File: src/rtl/boot_sequencer_if.sv
// Boot sequencer control/status bundle: the start/abort/load handshake and
// GPIO inputs from the system side, and the core control and result outputs.
interface boot_sequencer_if #(
  parameter int GPIO_W   = 32,
  parameter int STATUS_W = 8,
  parameter int CNT_W    = 32
) ();
  logic                start_i;
  logic                abort_i;
  logic                load_done_i;
  logic [GPIO_W-1:0]   gpio_i;
  logic                core_rst_n_o;
  logic                load_req_o;
  logic                fetch_enable_o;
  logic                busy_o;
  logic                done_o;
  logic [1:0]          exit_code_o;
  logic [STATUS_W-1:0] status_o;
  logic [CNT_W-1:0]    cycle_cnt_o;

  // System / testbench side: drives requests, observes results
  modport master (
    output start_i, abort_i, load_done_i, gpio_i,
    input  core_rst_n_o, load_req_o, fetch_enable_o, busy_o, done_o,
           exit_code_o, status_o, cycle_cnt_o
  );

  // Sequencer side
  modport slave (
    input  start_i, abort_i, load_done_i, gpio_i,
    output core_rst_n_o, load_req_o, fetch_enable_o, busy_o, done_o,
           exit_code_o, status_o, cycle_cnt_o
  );
endinterface

File: src/rtl/boot_sequencer.sv
// Boot sequencer: holds the core in reset, optionally waits for the image
// loader, delays, enables fetch, then waits for end-of-computation (EOC) on
// GPIO, a timeout or an abort, and reports an exit code. All outputs are flops.
module boot_sequencer #(
  parameter int GPIO_W     = 32,
  parameter int EOC_BIT    = 8,
  parameter int STATUS_LSB = 0,
  parameter int STATUS_W   = 8,
  parameter int RST_HOLD   = 16,
  parameter int FETCH_DLY  = 5,
  parameter int USE_LOAD   = 1,
  parameter int CNT_W      = 32,
  parameter int TIMEOUT    = 0
) (
  input logic              clk,
  input logic              rst,
  boot_sequencer_if.slave  bus
);

  typedef enum logic [2:0] {
    IDLE = 3'd0,
    HOLD = 3'd1,
    LOAD = 3'd2,
    FDLY = 3'd3,
    RUN  = 3'd4,
    DONE = 3'd5
  } state_t;

  localparam int DLY_W = 32;
  localparam logic [DLY_W-1:0] HOLD_LAST = DLY_W'(RST_HOLD - 1);
  localparam logic [DLY_W-1:0] FDLY_LAST = DLY_W'((FETCH_DLY > 0) ? FETCH_DLY - 1 : 0);
  localparam logic [CNT_W-1:0] TO_LAST   = CNT_W'((TIMEOUT > 0) ? TIMEOUT - 1 : 0);

  localparam logic [1:0] EXIT_PASS    = 2'b00;
  localparam logic [1:0] EXIT_FAIL    = 2'b01;
  localparam logic [1:0] EXIT_ABORT   = 2'b10;
  localparam logic [1:0] EXIT_TIMEOUT = 2'b11;

  state_t              state_q, state_d;
  logic [DLY_W-1:0]    dly_q, dly_d;
  logic [CNT_W-1:0]    cnt_q, cnt_d;
  logic [1:0]          exit_q, exit_d;
  logic [STATUS_W-1:0] status_q, status_d;
  logic                core_rst_n_q, core_rst_n_d;
  logic                load_req_q, load_req_d;
  logic                fetch_en_q, fetch_en_d;
  logic                busy_q, busy_d;
  logic                done_q, done_d;

  logic                eoc;
  logic [STATUS_W-1:0] status_field;
  state_t              after_load;

  assign eoc          = bus.gpio_i[EOC_BIT];
  assign status_field = bus.gpio_i[STATUS_LSB +: STATUS_W];
  assign after_load   = (FETCH_DLY == 0) ? RUN : FDLY;

  // Next-state, counters and result capture; abort overrides normal flow
  always_comb begin
    state_d  = state_q;
    dly_d    = dly_q;
    cnt_d    = cnt_q;
    exit_d   = exit_q;
    status_d = status_q;

    case (state_q)
      IDLE, DONE: begin
        if (bus.start_i) begin
          state_d  = HOLD;
          dly_d    = '0;
          cnt_d    = '0;
          exit_d   = '0;
          status_d = '0;
        end
      end
      HOLD: begin
        if (dly_q == HOLD_LAST) begin
          dly_d   = '0;
          state_d = (USE_LOAD != 0) ? LOAD : after_load;
        end else begin
          dly_d = dly_q + DLY_W'(1);
        end
      end
      LOAD: begin
        if (bus.load_done_i) begin
          dly_d   = '0;
          state_d = after_load;
        end
      end
      FDLY: begin
        if (dly_q == FDLY_LAST) begin
          state_d = RUN;
        end else begin
          dly_d = dly_q + DLY_W'(1);
        end
      end
      RUN: begin
        cnt_d = (cnt_q == '1) ? cnt_q : cnt_q + CNT_W'(1);
        if (eoc) begin
          state_d  = DONE;
          status_d = status_field;
          exit_d   = (status_field == '0) ? EXIT_PASS : EXIT_FAIL;
        end else if (TIMEOUT != 0 && cnt_q == TO_LAST) begin
          state_d = DONE;
          exit_d  = EXIT_TIMEOUT;
        end
      end
      default: state_d = IDLE;
    endcase

    if (bus.abort_i && (state_q == HOLD || state_q == LOAD ||
                        state_q == FDLY || state_q == RUN)) begin
      state_d = DONE;
      exit_d  = EXIT_ABORT;
    end

    // Counter restarts on every RUN entry, including HOLD->RUN without FDLY
    if (state_d == RUN && state_q != RUN) begin
      cnt_d = '0;
    end
  end

  // Output decode from the next state so every output is a flop
  always_comb begin
    core_rst_n_d = (state_d == LOAD) || (state_d == FDLY) ||
                   (state_d == RUN)  || (state_d == DONE);
    load_req_d   = (state_d == LOAD);
    fetch_en_d   = (state_d == RUN);
    busy_d       = (state_d != IDLE) && (state_d != DONE);
    done_d       = (state_d == DONE);
  end

  // State and output registers with synchronous reset
  always_ff @(posedge clk) begin
    if (rst) begin
      state_q      <= IDLE;
      dly_q        <= '0;
      cnt_q        <= '0;
      exit_q       <= '0;
      status_q     <= '0;
      core_rst_n_q <= 1'b0;
      load_req_q   <= 1'b0;
      fetch_en_q   <= 1'b0;
      busy_q       <= 1'b0;
      done_q       <= 1'b0;
    end else begin
      state_q      <= state_d;
      dly_q        <= dly_d;
      cnt_q        <= cnt_d;
      exit_q       <= exit_d;
      status_q     <= status_d;
      core_rst_n_q <= core_rst_n_d;
      load_req_q   <= load_req_d;
      fetch_en_q   <= fetch_en_d;
      busy_q       <= busy_d;
      done_q       <= done_d;
    end
  end

  assign bus.core_rst_n_o   = core_rst_n_q;
  assign bus.load_req_o     = load_req_q;
  assign bus.fetch_enable_o = fetch_en_q;
  assign bus.busy_o         = busy_q;
  assign bus.done_o         = done_q;
  assign bus.exit_code_o    = exit_q;
  assign bus.status_o       = status_q;
  assign bus.cycle_cnt_o    = cnt_q;

endmodule

File: src/flat_wrapper.sv
// flat-port wrapper written by rule: the top's interface ports become plain ports
module boot_sequencer_flat 
#(
  parameter int GPIO_W     = 32,
  parameter int EOC_BIT    = 8,
  parameter int STATUS_LSB = 0,
  parameter int STATUS_W   = 8,
  parameter int RST_HOLD   = 16,
  parameter int FETCH_DLY  = 5,
  parameter int USE_LOAD   = 1,
  parameter int CNT_W      = 32,
  parameter int TIMEOUT    = 0
)
  (clk, rst, bus_start_i, bus_abort_i, bus_load_done_i, bus_gpio_i, bus_core_rst_n_o, bus_load_req_o, bus_fetch_enable_o, bus_busy_o, bus_done_o, bus_exit_code_o, bus_status_o, bus_cycle_cnt_o);
  boot_sequencer_if #(.GPIO_W(GPIO_W), .STATUS_W(STATUS_W), .CNT_W(CNT_W)) bus_i ();
  input logic clk;
  input logic rst;
  input wire logic [$bits(bus_i.start_i)-1:0] bus_start_i;
  input wire logic [$bits(bus_i.abort_i)-1:0] bus_abort_i;
  input wire logic [$bits(bus_i.load_done_i)-1:0] bus_load_done_i;
  input wire logic [$bits(bus_i.gpio_i)-1:0] bus_gpio_i;
  output wire logic [$bits(bus_i.core_rst_n_o)-1:0] bus_core_rst_n_o;
  output wire logic [$bits(bus_i.load_req_o)-1:0] bus_load_req_o;
  output wire logic [$bits(bus_i.fetch_enable_o)-1:0] bus_fetch_enable_o;
  output wire logic [$bits(bus_i.busy_o)-1:0] bus_busy_o;
  output wire logic [$bits(bus_i.done_o)-1:0] bus_done_o;
  output wire logic [$bits(bus_i.exit_code_o)-1:0] bus_exit_code_o;
  output wire logic [$bits(bus_i.status_o)-1:0] bus_status_o;
  output wire logic [$bits(bus_i.cycle_cnt_o)-1:0] bus_cycle_cnt_o;
  assign bus_i.start_i = bus_start_i;
  assign bus_i.abort_i = bus_abort_i;
  assign bus_i.load_done_i = bus_load_done_i;
  assign bus_i.gpio_i = bus_gpio_i;
  assign bus_core_rst_n_o = bus_i.core_rst_n_o;
  assign bus_load_req_o = bus_i.load_req_o;
  assign bus_fetch_enable_o = bus_i.fetch_enable_o;
  assign bus_busy_o = bus_i.busy_o;
  assign bus_done_o = bus_i.done_o;
  assign bus_exit_code_o = bus_i.exit_code_o;
  assign bus_status_o = bus_i.status_o;
  assign bus_cycle_cnt_o = bus_i.cycle_cnt_o;
  boot_sequencer #(.GPIO_W(GPIO_W), .EOC_BIT(EOC_BIT), .STATUS_LSB(STATUS_LSB), .STATUS_W(STATUS_W), .RST_HOLD(RST_HOLD), .FETCH_DLY(FETCH_DLY), .USE_LOAD(USE_LOAD), .CNT_W(CNT_W), .TIMEOUT(TIMEOUT)) u_core (.clk(clk), .rst(rst), .bus(bus_i));
endmodule
File: config.mk
export PLATFORM = sky130hd
export DESIGN_NAME = boot_sequencer_flat
export DESIGN_NICKNAME = d
export VERILOG_FILES = /design/src/rtl/boot_sequencer_if.sv /design/src/rtl/boot_sequencer.sv /design/src/flat_wrapper.sv
export SDC_FILE = /design/constraint.sdc
export NUM_CORES = 1
export LEC_CHECK = 0
export ABC_AREA = 1
export BUFFER_PORTS_ARGS = -buffer_cell sky130_fd_sc_hd__buf_2
export CORE_MARGIN = 3
export CORE_UTILIZATION = 47
export DETAILED_ROUTE_END_ITERATION = 8
export HOLD_SLACK_MARGIN = 0.1
export PLACE_DENSITY_LB_ADDON = 0.15
export RECOVER_POWER = 25
export SLEW_MARGIN = 15
export SYNTH_ARGS = -nofsm -noshare
export SYNTH_HDL_FRONTEND = slang
export SYNTH_SLANG_ARGS = --single-unit
File: constraint.sdc
create_clock -name clk -period 2.4 [get_ports clk]
set_clock_uncertainty 0.2 [all_clocks]
set_input_delay 0.48 -clock clk [delete_from_list [all_inputs] [get_ports clk]]
set_output_delay 0.48 -clock clk [all_outputs]
set_load 0.005 [all_outputs]
Word level (Yosys, flattened, before mapping) --
Cells that the tools add are included.
Word-level totals: bits of input ports 37, flip-flop bits (word level) 82, word-level logic and storage cells 78
Cells by class: reduce and logical (&&, ||, !) cells 22, muxes and demuxes 22, eq/ne operators 21, $add $sub $neg 2
Operator list (count):
- 32-bit two-way mux | 5
- 32-bit one-hot mux with 4 select lines | 1
- 32-bit by 1-bit adder with 32-bit output, second input constant | 2
- 32-bit one-hot mux with 2 select lines | 1
- 32-bit by 3-bit equality test with 1-bit output, second input constant | 1
- 32-bit equality test, second input constant | 1
- 32-bit by 4-bit equality test with 1-bit output, second input constant | 1
- 3-bit two-way mux | 6
- 8-bit two-way mux | 2
- 8-bit one-hot mux with 2 select lines | 1
- 3-bit one-hot mux with 5 select lines | 1
- 3-bit by 2-bit equality test with 1-bit output, second input constant | 4
- 3-bit equality test, second input constant | 4
- 2-bit != test, second input constant | 5
- 3-bit != test, second input constant | 3
- 3-bit AND reduction | 3
- 8-bit logical NOT | 1
- 1-bit logical OR | 6
- 2-bit two-way mux | 3
- 3-bit nonzero test | 2
- 2-bit OR reduction | 3
- 2-bit one-hot mux with 2 select lines | 1
- 4-bit AND reduction | 1
- 4-bit nonzero test | 1
- other kinds (6) | 8

Depth between registers and ports, before layout --
depth in word-level cells 10, gate-level depth with buffers 13, mapped depth without buffers 13

Worst setup path before layout --
Ideal clock, no wire load.
path kind register to register, start register u_core.cnt_q[0], in the netlist u_core.bus.cycle_cnt_o[0], end register u_core.cnt_q[11], in the netlist u_core.bus.cycle_cnt_o[11], buffers on the path 1, data arrival time 1697 ps, cell stages (with the launch flop) 12, required time 2085 ps, clock period less this slack 2012 ps, path slack 388 ps, cells stage by stage dfxtp_1 > ha_1 > nand2_1 > inv_1 > nand3_1 > nor3_2 > nand2_2 > nand2_4 > buf_2 > nor2_1 > a21oi_1 > nor2_1
Between the ends: word-level cells in the longest chain between the ends 3
Ends and longest elaborated chain:
- start: declaration | line boot_sequencer.sv:41 | logic [CNT_W-1:0] cnt_q, cnt_d;
- start signal: assignment | line boot_sequencer.sv:149 | cnt_q <= cnt_d;
- 32-bit by 1-bit adder with 32-bit output or 32-bit equality test (tied branches) | line boot_sequencer.sv:98 | cnt_d = (cnt_q == '1) ? cnt_q : cnt_q + CNT_W'(1);
- 32-bit two-way mux or 2-bit != test (tied branches)
- 32-bit one-hot mux with 2 select lines or 3-bit AND reduction (tied branches)
Parallel ways exist; a longest one is shown, timed or not. The select of a mux whose other input is x is not followed. A chain may end at the register's enable or synchronous reset.

Worst setup path after layout --
start register u_core.dly_q[0], end register u_core.cnt_q[16], in the netlist u_core.bus.cycle_cnt_o[16]
Between the ends: word-level cells in the longest chain between the ends 7
Ends and longest elaborated chain:
- start: declaration | line boot_sequencer.sv:40 | logic [DLY_W-1:0] dly_q, dly_d;
- start signal: assignment | line boot_sequencer.sv:148 | dly_q <= dly_d;
- 32-bit by 3-bit equality test with 1-bit output or 32-bit by 4-bit equality test with 1-bit output (tied branches) | line boot_sequencer.sv:91, boot_sequencer.sv:77
- 3-bit two-way mux (on tied branches) | line boot_sequencer.sv:91, boot_sequencer.sv:77
- 3-bit one-hot mux with 5 select lines (*) | line boot_sequencer.sv:66 | case (state_q)
- 3-bit two-way mux (*) | line boot_sequencer.sv:111 | if (bus.abort_i && (state_q == HOLD || state_q == LOAD ||
- 3-bit equality test (*) | line boot_sequencer.sv:118 | if (state_d == RUN && state_q != RUN) begin
- 1-bit logical AND (*) | line boot_sequencer.sv:118
- 2-bit OR reduction (no line) (*)
Mark *: on every way between the ends. The rest lies on a longest branch, timed or not.

==> results.py <==
metrics = {
    "status": {
        "status": "finished, final reports clean",
    },
    "final_layout": {
        "fillers": 1097,
        "fin_util_pct": 55.9,
        "antennaDiodeCount": 0,
        "layout.nets": 928,
        "areaGrowthSynthToFinish_pct": 14.9,
        "drive_above_1_share_pct": 10.9,
        "stdcell_count": 1029,
    },
    "yosys": {
        "synth_area_leaders": "dfxtp_1 33%, nand2_1 16%, nor2_1 12%, nand3_1 5.9%, a21oi_1 5.7%",
        "seq_area_frac_synth_pct": 32.5,
        "ys_warn_count": 0,
        "ys_seq_elements": 82,
        "synth_top_area_cell": "dfxtp_1",
        "ys_types": 37,
        "netlist_area_mm2": 0.00505,
        "synth.top_cell.area_share_pct": 32.5,
        "syn-num-nets": 858,
        "synth_cells": 818,
        "avgSynthCellArea_um2": 6.17,
    },
    "global_routing": {
        "grt_pass1_wl_um": 24000,
        "grt_use_total_pct": 25.2,
        "grt_max_degree": 47,
        "grt_pass1_vias": 5090,
        "grt_antenna_before_repair": 0,
        "gr-total-overflow": 0,
    },
    "power": {
        "total_power_mw": 3.06,
        "power_density_mw_per_mm2": 528,
        "total_leakage_power_nw": 2.16,
        "ir_drop_uv": 346,
    },
    "worst_setup_path": {
        "crit_fanout": 32,
        "worstSetupPathType": "flip-flop to flip-flop",
        "start_kind": "flip-flop",
        "required_ps": 2470,
        "critPathArrivalTime_ps": 2250,
        "rr_startpoint": "u_core.dly_q[0]",
        "cp-end-kind": "flip-flop",
        "crit_start": "u_core.dly_q[0]",
    },
    "drt": {
        "wire_per_inst_um": 13.9,
        "drt-initial-drc-count": 363,
        "ant_nets": 0,
        "drc_errors": 0,
        "drt_pass1_iterations": 5,
        "via_per_inst": 5.23,
        "drt-total-wl_um": 14300,
        "via_count": 5380,
    },
    "sta": {
        "hold_slack_ps": 164,
        "fin_crit_sh_pct": 90.6,
        "relSlewSlack_pct": 71.1,
        "slew_violations": 0,
        "worst_pin_slew_ps": 434,
        "period_needed_ps": 2180,
        "rsz0062_at_grt": "no",
        "hold_viol": 0,
        "fin_tns_setup_ps": 0,
        "setup_violations": 0,
        "max_freq_ghz": 0.460,
    },
    "place": {
        "place_hpwl_um": 10700,
        "gp_congestion": 0.945,
        "port_buffers": 60,
        "dp_cells": 1013,
    },
    "floorplanning": {
        "initial_core_util_pct": 48.7,
        "die_h_um": 110,
        "io_pins": 84,
        "die_w_um": 110,
        "coreArea_mm2": 0.0104,
        "dieArea_mm2": 0.0120,
        "placementRows": 37,
    },
    "min_path": {
        "min_from": "bus_gpio_i[4]",
        "min_path_type": "input pin to flip-flop",
    },
    "clock_tree": {
        "numCtsBuffers": 9,
        "htree_levels": 3,
        "cts_tree": "built",
        "clkLatencyLatePin_ps": 370,
        "clk_pin_slew_ps": 90,
        "cts_sinks": 82,
        "cts_buffer_depth": 2,
        "postCtsSetupBuffers": 0,
        "cts-root-buf": "clkbuf_8",
    },
    "job": {
        "max_cap_violations": 0,
    },
}
-- synthesized netlist by cell type --
cell,n
or2_0,1
inv_1,59
o211ai_1,12
nand3_2,1
nand2_4,1
a22oi_1,1
nand4_1,12
nor3_2,3
or2_1,1
buf_4,5
a21o_1,4
a211oi_1,2
buf_1,1
clkbuf_1,13
nand2_2,1
buf_2,7
nand3_1,60
or2_2,5
nor3_1,23
xnor2_1,13
o21ai_0,14
ha_1,3
xor2_1,15
a21oi_1,58
o21ai_1,10
nor3b_1,3
nand2_1,218
dfxtp_1,82
nor2_1,161
nor2_2,1
nor3_4,1
o21bai_1,12
nor4_1,2
nand3b_1,2
clkinv_1,1
inv_2,8
o21a_1,2
-- final timing paths --
| check | to | slack, ps | depth (start not counted) |
|---|---|---|---|
| worst min register to register | u_core.bus.status_o[4] | 290 | 2 |
| worst max-delay path | u_core.bus.cycle_cnt_o[16] | 220 | 11 |
| worst min-delay path | u_core.bus.status_o[4] | 160 | 3 |
| worst max register to register | u_core.bus.cycle_cnt_o[16] | 220 | 11 |
-- worst max-delay path: stages, from the launching register on --
cell and delay, ps:
dfxtp_1 430, ha_1 220, nand3_2 100, nor2_1 130
nand2_1 70, nor2_2 180, nor2_1 100, nor2_2 150
nand4_1 90, nand2_1 120, buf_12 200, nor2_1 70
-- metal layers --
metal / routed length (µm) / vias to the layer above / global-route usage [%]
met2: 6630 / 155 / 41.5
met1: 6470 / 2400 / 31.9
li1: - / 2788 / -
met4: 538 / 0 / 11.6
met5: 0 / - / 0
met3: 649 / 37 / 4.82
-- area by class of cell --
cell class | instances | area (µm²) | share of cell area (%)
clock buffer | 12 | 155 | 2.67
clock inverter | 4 | 73.8 | 1.27
inverter | 68 | 255 | 4.40
multi-input combinational | 642 | 3030 | 52.2
sequential | 82 | 1640 | 28.3
tap | 136 | 170 | 2.93
timing repair buffer | 85 | 474 | 8.18
-- power breakdown --
part	leakage (nW)	internal (mW)	switching [mW]
logic	1.38	0.139	0.333
registers	0.662	1.39	0.0255
clock network	0.117	0.644	0.528
-- timing repair --
action | CTS | global route
setup endpoints to repair | 0 | 22
hold buffers | 0 | 0
gates resized for setup | 0 | 1
-- metrics by stage --
| step | setup WS [ps] | instance area, µm² |
|---|---|---|
| 3_5_place_dp | 219 | 5610 |
| 5_1_grt | 22.7 | 5800 |
| 2_1_floorplan | 388 | 5050 |
| 4_1_cts | 206 | 5840 |
| 3_3_place_gp | 273 | 5610 |
| 6_report | 225 | 5800 |
-- registers in the layout, indices dropped and copies added, names as in the netlist --
signal	flops
u_core.dly_q	32
u_core.bus.busy_o	1
u_core.state_q	3
u_core.bus.cycle_cnt_o	32
u_core.bus.exit_code_o	2
u_core.bus.load_req_o	1
u_core.bus.status_o	8
u_core.bus.core_rst_n_o	1
u_core.bus.done_o	1
u_core.bus.fetch_enable_o	1
-- cells by family after synthesis --
| kind of cell | share of synthesized area [%] |
|---|---|
| buffers and inverters | 7.53 |
| AO/OA/AOI/OAI | 13.0 |
| flip-flops | 32.5 |
| AND/OR/NAND/NOR | 41.3 |
| XOR/XNOR | 4.86 |
| adder cells (fa/ha/maj) | 0.743 |
-- placed cells by master, fill, tap and decap left out, types with 13 or more instances in the layout --
cell type and count:
a21oi_1 58, clkbuf_1 26, buf_4 20, xor2_1 15, nand3_1 60, xnor2_1 13
buf_2 38, nor3_1 23, nor2_1 160, dfxtp_1 82, inv_1 59, nand2_1 218
o21ai_0 14
No activity file was read; power rests on OpenSTA's default activity.
